File: config.mk
export PLATFORM = sky130hd
export DESIGN_NAME = rr_onehot_arb_flat
export DESIGN_NICKNAME = d
export VERILOG_FILES = /design/src/rtl/rr_onehot_arb_if.sv /design/src/rtl/rr_onehot_arb.sv /design/src/flat_wrapper.sv
export SDC_FILE = /design/constraint.sdc
export NUM_CORES = 1
export LEC_CHECK = 0
export CORE_MARGIN = 3
export CORE_UTILIZATION = 53
export CTS_CLUSTER_SIZE = 10
export DETAILED_ROUTE_END_ITERATION = 16
export PLACE_DENSITY_LB_ADDON = 0.08
export SKIP_CTS_REPAIR_TIMING = 1
export SLEW_MARGIN = 20
export SYNTH_ARGS = -nofsm -noshare
export SYNTH_HDL_FRONTEND = slang
export SYNTH_SLANG_ARGS = --single-unit
File: constraint.sdc
create_clock -name clk -period 5.1 [get_ports clk]
set_input_delay 1.53 -clock clk [delete_from_list [all_inputs] [get_ports clk]]
set_output_delay 1.53 -clock clk [all_outputs]
set_load 0.02 [all_outputs]
File: src/rtl/rr_onehot_arb_if.sv
// Request/grant bundle between requesters and the round-robin arbiter.
//   req     : per-requester request bits (bit i = requester i wants the path)
//   done    : current owner releases its grant this cycle
//   gnt     : registered one-hot grant, drives the downstream mux select
//   gnt_id  : binary index of the set gnt bit (0 when idle)
//   busy    : high whenever gnt is non-zero
//   timeout : one-cycle pulse after a grant is revoked by hold-time expiry
// Modport master belongs to the requester side; slave belongs to the arbiter.
interface rr_onehot_arb_if;
    logic [3:0] req;
    logic       done;
    logic [3:0] gnt;
    logic [1:0] gnt_id;
    logic       busy;
    logic       timeout;

    modport master (
        output req,
        output done,
        input  gnt,
        input  gnt_id,
        input  busy,
        input  timeout
    );

    modport slave (
        input  req,
        input  done,
        output gnt,
        output gnt_id,
        output busy,
        output timeout
    );
endinterface

File: src/rtl/rr_onehot_arb.sv
// Four-way round-robin arbiter with a registered one-hot grant and a bounded hold time.
// Ports:
//   clk : sole clock, rising edge
//   rst : synchronous active-high reset
//   arb : rr_onehot_arb_if.slave bundle (req/done in; gnt/gnt_id/busy/timeout out)
// Parameter MAX_HOLD (1..255) caps the number of consecutive cycles one grant may last.
module rr_onehot_arb #(
    parameter int unsigned MAX_HOLD = 8
) (
    input  logic            clk,
    input  logic            rst,
    rr_onehot_arb_if.slave  arb
);

    localparam int unsigned HcntW = $clog2(MAX_HOLD + 1);
    localparam logic [HcntW-1:0] HoldMax = HcntW'(MAX_HOLD);
    localparam logic [HcntW-1:0] HcntOne = HcntW'(1);

    typedef enum logic [0:0] {StIdle, StOwned} state_e;

    state_e           state_q, state_d;
    logic [3:0]       gnt_q, gnt_d;
    logic [1:0]       gnt_id_q, gnt_id_d;
    logic [1:0]       ptr_q, ptr_d;
    logic [HcntW-1:0] hcnt_q, hcnt_d;
    logic             timeout_q, timeout_d;

    logic             vol_rel;
    logic             expired;
    logic             release_now;
    logic [1:0]       arb_ptr;
    logic [1:0]       win_id;

    // First set request scanning p, p+1, p+2, p+3 (mod 4). Descending loop so the
    // smallest offset from p overwrites any later candidate.
    function automatic logic [1:0] pick(input logic [3:0] r, input logic [1:0] p);
        logic [1:0] idx;
        pick = p;
        for (int i = 3; i >= 0; i--) begin
            idx = p + 2'(i);
            if (r[idx]) begin
                pick = idx;
            end
        end
    endfunction

    always_comb begin
        state_d   = state_q;
        gnt_d     = gnt_q;
        gnt_id_d  = gnt_id_q;
        ptr_d     = ptr_q;
        hcnt_d    = hcnt_q;
        timeout_d = 1'b0;

        vol_rel     = arb.done | ~arb.req[gnt_id_q];
        expired     = (hcnt_q == HoldMax);
        release_now = (state_q == StOwned) & (vol_rel | expired);
        // On release the pointer moves past the owner before this edge's arbitration.
        arb_ptr     = release_now ? (gnt_id_q + 2'd1) : ptr_q;
        win_id      = pick(arb.req, arb_ptr);

        unique case (state_q)
            StIdle: begin
                if (|arb.req) begin
                    state_d  = StOwned;
                    gnt_d    = 4'b0001 << win_id;
                    gnt_id_d = win_id;
                    hcnt_d   = HcntOne;
                end
            end
            StOwned: begin
                if (release_now) begin
                    ptr_d = arb_ptr;
                    // A voluntary release in the expiry cycle wins over the timeout.
                    timeout_d = expired & ~vol_rel;
                    if (|arb.req) begin
                        gnt_d    = 4'b0001 << win_id;
                        gnt_id_d = win_id;
                        hcnt_d   = HcntOne;
                    end else begin
                        state_d  = StIdle;
                        gnt_d    = 4'b0000;
                        gnt_id_d = 2'd0;
                    end
                end else begin
                    hcnt_d = hcnt_q + HcntOne;
                end
            end
        endcase
    end

    always_ff @(posedge clk) begin
        if (rst) begin
            state_q   <= StIdle;
            gnt_q     <= 4'b0000;
            gnt_id_q  <= 2'd0;
            ptr_q     <= 2'd0;
            hcnt_q    <= '0;
            timeout_q <= 1'b0;
        end else begin
            state_q   <= state_d;
            gnt_q     <= gnt_d;
            gnt_id_q  <= gnt_id_d;
            ptr_q     <= ptr_d;
            hcnt_q    <= hcnt_d;
            timeout_q <= timeout_d;
        end
    end

    assign arb.gnt     = gnt_q;
    assign arb.gnt_id  = gnt_id_q;
    assign arb.busy    = |gnt_q;
    assign arb.timeout = timeout_q;

endmodule

File: src/flat_wrapper.sv
// flat-port wrapper written by rule: the top's interface ports become plain ports
module rr_onehot_arb_flat 
#(
    parameter int unsigned MAX_HOLD = 8
)
  (clk, rst, arb_req, arb_done, arb_gnt, arb_gnt_id, arb_busy, arb_timeout);
  rr_onehot_arb_if arb_i ();
  input  logic clk;
  input  logic rst;
  input wire logic [$bits(arb_i.req)-1:0] arb_req;
  input wire logic [$bits(arb_i.done)-1:0] arb_done;
  output wire logic [$bits(arb_i.gnt)-1:0] arb_gnt;
  output wire logic [$bits(arb_i.gnt_id)-1:0] arb_gnt_id;
  output wire logic [$bits(arb_i.busy)-1:0] arb_busy;
  output wire logic [$bits(arb_i.timeout)-1:0] arb_timeout;
  assign arb_i.req = arb_req;
  assign arb_i.done = arb_done;
  assign arb_gnt = arb_i.gnt;
  assign arb_gnt_id = arb_i.gnt_id;
  assign arb_busy = arb_i.busy;
  assign arb_timeout = arb_i.timeout;
  rr_onehot_arb #(.MAX_HOLD(MAX_HOLD)) u_core (.clk(clk), .rst(rst), .arb(arb_i));
endmodule
==> run metrics <==
outcome=completed; synth unique cells=38; vias in the first global route=688; Relative slew margins=43.8%; Critical Path AT=4.00 ns; Die H=44.4 µm; PwrDens=321 mW/mm²; dominant cell type by area after synthesis=dfxtp_1; final hold vios=0; Num CTS Buffers=3; Yosys top cell area share=35.9%; gr ovfl total=0; CTS Buffer Depth=2; final setup TNS=0 ns; clock sinks=14; Vias=around 740; CP Launch Type=input port; synth cell count leaders=14 x dfxtp_1, 14 x nor2_1, 5 x a32o_1, 5 x inv_1, 4 x a21oi_1; fmax=0.261 GHz; Critical Path Fanout Max=7; post-route clock period utilization=75.0%; PortBufs=14; fin. max-slew vios=0; Post-synth EDFFs=0; Mapped Cells=86; Clk pin slew, worst setup/hold paths=approximately 0.080 ns; final wirelength=1710 µm; largest net degree at the start of global routing=12; Area Growth Syn to Fin=24.5%; residual DRC count=0; I/O pin count=15; die area=0.00197 mm²; fraction of layout cells with a size suffix above 1=approximately a tenth; Leak=0.371 nW; DIE WIDTH=44.4 µm; non-filler cells, final=118; CTS tree=done; Detailed Place HPWL=1300 µm; register area share after synthesis=35.9%; Main synth FF type=dfxtp_1; GRT Resource Usage Total=approximately a fifth; Min Clock Period, post-route=3.83 ns; average cell area after synthesis=9.08 µm²; Synthesized Nets=95; row count=13; Yosys Warn Count=0; placed cell count=~110; Iter 0 DRT Violations=17; max_cap viols=0; root buf cell=clkbuf_4; worst path required time=5.27 ns; # setup viols final=0; Hold Crit Class=reg -> reg; core footprint=0.00133 mm²; Area contributors post-synth=dfxtp_1 36%, nor2_1 6.7%, a32o_1 6.4%; Critical Path End Type=flip-flop; Vias/cell=6.23; mapped cell area=781 µm²; Async SR Flop Fraction=0%; initial antenna violation count=0; #FFs+latches synth=14; CTS H-tree depth=1; remaining antenna violation count=0; Starting Density=between 50% and 60%; Final Util=72.9%; Clk Latency, worst-skew pair=0.28 ns; Setup Skew=0.00336 ns; worst slew pin tran=0.836 ns; first-pass GRT wire length=about 3000 µm; 1st-pass router iterations=4; NumNets Final=113; antenna cells=0; Crit Path Class=in -> reg; Max VDD drop=0.000237 V; Avg WL per Cell=14.5 µm; RSZ-0062 raised after global routing=false; GPL Wtd Cong=0.828
==> final cells by class <==
cell class              instances  area, µm²
repair buffers                 14        140
well taps                      15       18.8
clock buffers                   4       36.3
flip-flops and latches         14        280
fillers                       120        362
inverters                       5       18.8
multi-input cells              66        478
==> kinds of logic after synthesis <==
family / count (synthesis) / share of synthesized area, %
fa+ha+maj: 2 / 3.20
compound gates: 24 / 26.9
simple gates: 34 / 21.8
xor+xnor: 1 / 1.12
flops: 14 / 35.9
mux: 5 / 8.17
buf+inv: 6 / 2.88
==> critical path, stage by stage <==
cell,delay [ns]
clkdlybuf4s50_1,0.53
mux2_4,0.33
o2bb2ai_2,0.13
a21boi_2,0.16
mux2i_2,0.43
mux2_4,0.35
o32a_1,0.31
a32o_1,0.22
==> routing by layer <==
layer / wire (µm) / GRT usage [%]
met3: 126 / 4.07
met5: 0 / 0
met4: 13 / 9.04
met2: 751 / 31.7
met1: 818 / 28.6
==> power breakdown <==
part / leakage, nW / switching (mW) / internal (mW)
logic: 0.235 / 0.0516 / 0.0506
registers: 0.115 / 0.0110 / 0.119
clock network: 0.0210 / 0.0356 / 0.0434
==> per-stage QoR <==
stage | hold WS, ns | cell area [µm²] | setup slack, ns | power [mW]
3_3_place_gp | 0.468 | 936 | 1.05 | 0.233
4_1_cts | 0.506 | 972 | 1.28 | 0.314
3_5_place_dp | 0.485 | 936 | 0.993 | 0.234
5_1_grt | 0.520 | 972 | 1.13 | 0.331
2_1_floorplan | 0.466 | 781 | 1.69 | 0.198
6_report | 0.496 | 972 | 1.27 | 0.312
==> cells in the final DEF, fill, tap and decap left out, types with 3 or more instances in the layout <==
cell type | Yosys | final
nor2_1 | 14 | 14
a32o_1 | 5 | 5
nor3_1 | 3 | 3
clkdlybuf4s50_1 | 0 | 14
inv_1 | 5 | 5
a21oi_1 | 4 | 4
nand2_1 | 3 | 3
dfxtp_1 | 14 | 14
clkbuf_4 | 0 | 3
==> final timing paths <==
path | startpoint | slack [ns] | cells after the start | endpoint
max | arb_req[1] | 1.27 | 8 | u_core.arb.gnt[0]$_SDFFE_PP0P_
min | u_core.arb.gnt[3]$_SDFFE_PP0P_ | 0.50 | 1 | u_core.arb.gnt[3]$_SDFFE_PP0P_
max reg2reg | u_core.arb.gnt_id[1]$_SDFFE_PP0P_ | 2.57 | 7 | u_core.arb.gnt[0]$_SDFFE_PP0P_
min reg2reg | u_core.arb.gnt[3]$_SDFFE_PP0P_ | 0.50 | 1 | u_core.arb.gnt[3]$_SDFFE_PP0P_
==> flip-flops by register name (all words and copies together) (netlist names) <==
| name | flops |
|---|---|
| u_core.arb.gnt | 4 |
| u_core.ptr_q | 2 |
| u_core.arb.timeout | 1 |
| u_core.hcnt_q | 4 |
| u_core.state_q | 1 |
| u_core.arb.gnt_id | 2 |
No activity file was read; power rests on OpenSTA's default activity.
==> patch: new RTL, same settings <==
Make the reset (`rst`) asynchronous in one clocked block. Comments in the files are not updated.
--- a/src/rtl/rr_onehot_arb.sv
+++ b/src/rtl/rr_onehot_arb.sv
@@ -89,7 +89,7 @@
         endcase
     end
 
-    always_ff @(posedge clk) begin
+    always_ff @(posedge clk or posedge rst) begin
         if (rst) begin
             state_q   <= StIdle;
             gnt_q     <= 4'b0000;
Check against the original RTL: differs if rst is asserted again (counterexample within 4 cycles, from zero or initial values and one cycle with rst high); with rst held inactive, the same outputs for 10 cycles.
==> patch against the unedited design <==
Area after synthesis up 17%. Clock skew increased by 0.0040 ns. First-iteration DRC count rose to 2.9 times the old value. Hold slack better by 0.012 ns. Sequential cell count is the same. Setup slack improved by 0.27 ns. Cell area up 11%. Maximum frequency rose by 7.6%. Critical path depth did not move. Routed wire length grew 23%. Critical path type unchanged. Largest cell class unchanged. Highest routed layer unchanged.
Power is not compared: it rests on default switching activity, and its combinational part moved more than twofold at a synthesized area within 25%.
==> patch: results (changes against the unedited design) <==
- The initial antenna violation count is 0 (unchanged).
- The path depth of the worst reg2reg path was 7 (unchanged).
- The sum of net half-perimeters after detailed placement came to 1680 um (was 1300 um).
- The arrival time at the worst endpoint is 3.76 ns (was 4.00 ns).
- The endpoint of the lowest-slack register-to-register path was u_core.arb.gnt[0]$_DFFE_PP0P_ (was u_core.arb.gnt[0]$_SDFFE_PP0P_).
- The fill cell instance count of the final layout is 119 (was 120).
- The maximum net fanout on the critical path is 10 (was 7).
- The proportion of netlist area held by the largest area contributor is 0.383 (was 0.359).
- The maximum number of pins on one net before global-route repair was 15 (was 12).
- The number of DRC markers in iteration 0 is 49 (was 17).
- The final setup skew came to 0.00738 ns (was 0.00336 ns).
- The minimum setup slack among reg-to-reg paths came to 2.85 ns (was 2.57 ns).
- The global routing met2 resource utilization is 0.364 (was 0.317).
- The met3 layer wire length in the routed design is 129 um (was 126 um).
- The total core area came to 1560 um^2 (was 1330 um^2).
- The met1 layer wirelength in the final routing came to 968 um (was 818 um).
- The routed length on met2 is 990 um (was 751 um).
- The worst-margin pin slew is 0.641 ns (was 0.836 ns).
- The routed via count divided by cell count came to 6.05 (was 6.23).
- The cell count of the worst hold path is 2 (was 1).
- The wire length of the first global-routing pass came to 3480 um (was 3060 um).
- The sequential fraction of the synthesis area is 0.383 (was 0.359).
- The number of nets in the finished design is 134 (was 113).
- The source of the worst hold timing path is u_core.arb.gnt[1]$_DFFE_PP0P_ (was u_core.arb.gnt[3]$_SDFFE_PP0P_).
- The worst setup path startpoint is arb_req[1] (unchanged).
- The global routing usage on met1 is 0.280 (was 0.286).
- The prevailing post-synth register cell was dfrtp_1 (was dfxtp_1).
- The mean routed wirelength per cell is 15.2 um (was 14.5 um).
- Synth top area cells: dfrtp_1 (38%), nand2_1 (6.2%), o21ai_0 (5.5%) (was dfxtp_1 (36%), nor2_1 (6.7%), a32o_1 (6.4%)).
- The total global routing track utilization is 0.218 (was 0.209).
- The startpoint of the worst register-to-register path was u_core.arb.gnt_id[0]$_DFFE_PP0P_ (was u_core.arb.gnt_id[1]$_SDFFE_PP0P_).
- The fraction of final layout cells with drive strength greater than 1 is 0.0650 (was 0.107).
- The post-detailed-placement cell area came to 1050 um^2 (was 936 um^2).
- The via count of the first global-routing pass is 789 (was 688).
- The final weighted congestion in routability-driven placement was 0.970 (was 0.828).
- The post-synthesis net count is 118 (was 95).
- The fraction of registers with async set or reset after synthesis is 1.00 (was 0).
- The end point of the worst hold path is u_core.arb.gnt[1]$_DFFE_PP0P_ (was u_core.arb.gnt[3]$_SDFFE_PP0P_).
- Most instantiated cells after synthesis: nand2_1 (15), dfrtp_1 (14), inv_1 (10), o21ai_0 (10), nor2_1 (8) (was dfxtp_1 (14), nor2_1 (14), a32o_1 (5), inv_1 (5), a21oi_1 (4)).
- The met3 usage came to 0.0489 (was 0.0407).
- The max-cap violation count is 0 (unchanged).
- Outcome: finished, final reports clean (unchanged).
## patch: cell types whose count changed after synthesis, sizes merged, moves of 2 or more
cell,delta
o22a,+2
inv,+5
mux2,-2
nand2,+12
nor2,-6
o211ai,+3
dfxtp,-14
nand3,+3
buf,+3
a32o,-5
o21ai,+11
a31oi,+2
dfrtp,+14
## patch: power by group through the flow
stage	registers (mW)	logic, mW	clock network, mW
after floorplan	0.203	0.211	0
after global placement	0.194	0.317	0
final	0.195	0.320	0.0627
after CTS	0.194	0.319	0.0634
after global routing	0.201	0.357	0.0703
after detailed placement	0.197	0.318	0
## patch: per-stage QoR
step / hold WS (ns) / cells / total power [mW] / setup slack (ns) / utilization
5_1_grt: 0.562 / 139 / 0.628 / 1.22 / 0.690
4_1_cts: 0.518 / 139 / 0.576 / 1.59 / 0.690
3_5_place_dp: 0.501 / 136 / 0.515 / 1.30 / 0.676
6_report: 0.508 / 139 / 0.578 / 1.54 / 0.690
3_3_place_gp: 0.480 / 136 / 0.511 / 1.31 / 0.676
2_1_floorplan: 0.488 / 109 / 0.414 / 2.04 / -
## patch: logic make-up after synthesis
| logic type | after synthesis | synth area share |
|---|---|---|
| DFF | 14 | 0.383 |
| muxes | 3 | 0.0328 |
| adders and majority gates | 2 | 0.0274 |
| xor gates and xnor gates | 2 | 0.0192 |
| AOI/OAI and AO/OA | 35 | 0.271 |
| and+or+nand+nor | 40 | 0.202 |
| buffers and inverters | 13 | 0.0643 |
## patch: area by class of cell
cell class              instances  area (um^2)  area share
clock buffers                   3         22.5      0.0209
multi-input cells              82          505       0.470
inverters                      10         37.5      0.0349
flip-flops and latches         14          350       0.326
repair buffers                 14          140       0.130
well taps                      16         20.0      0.0186
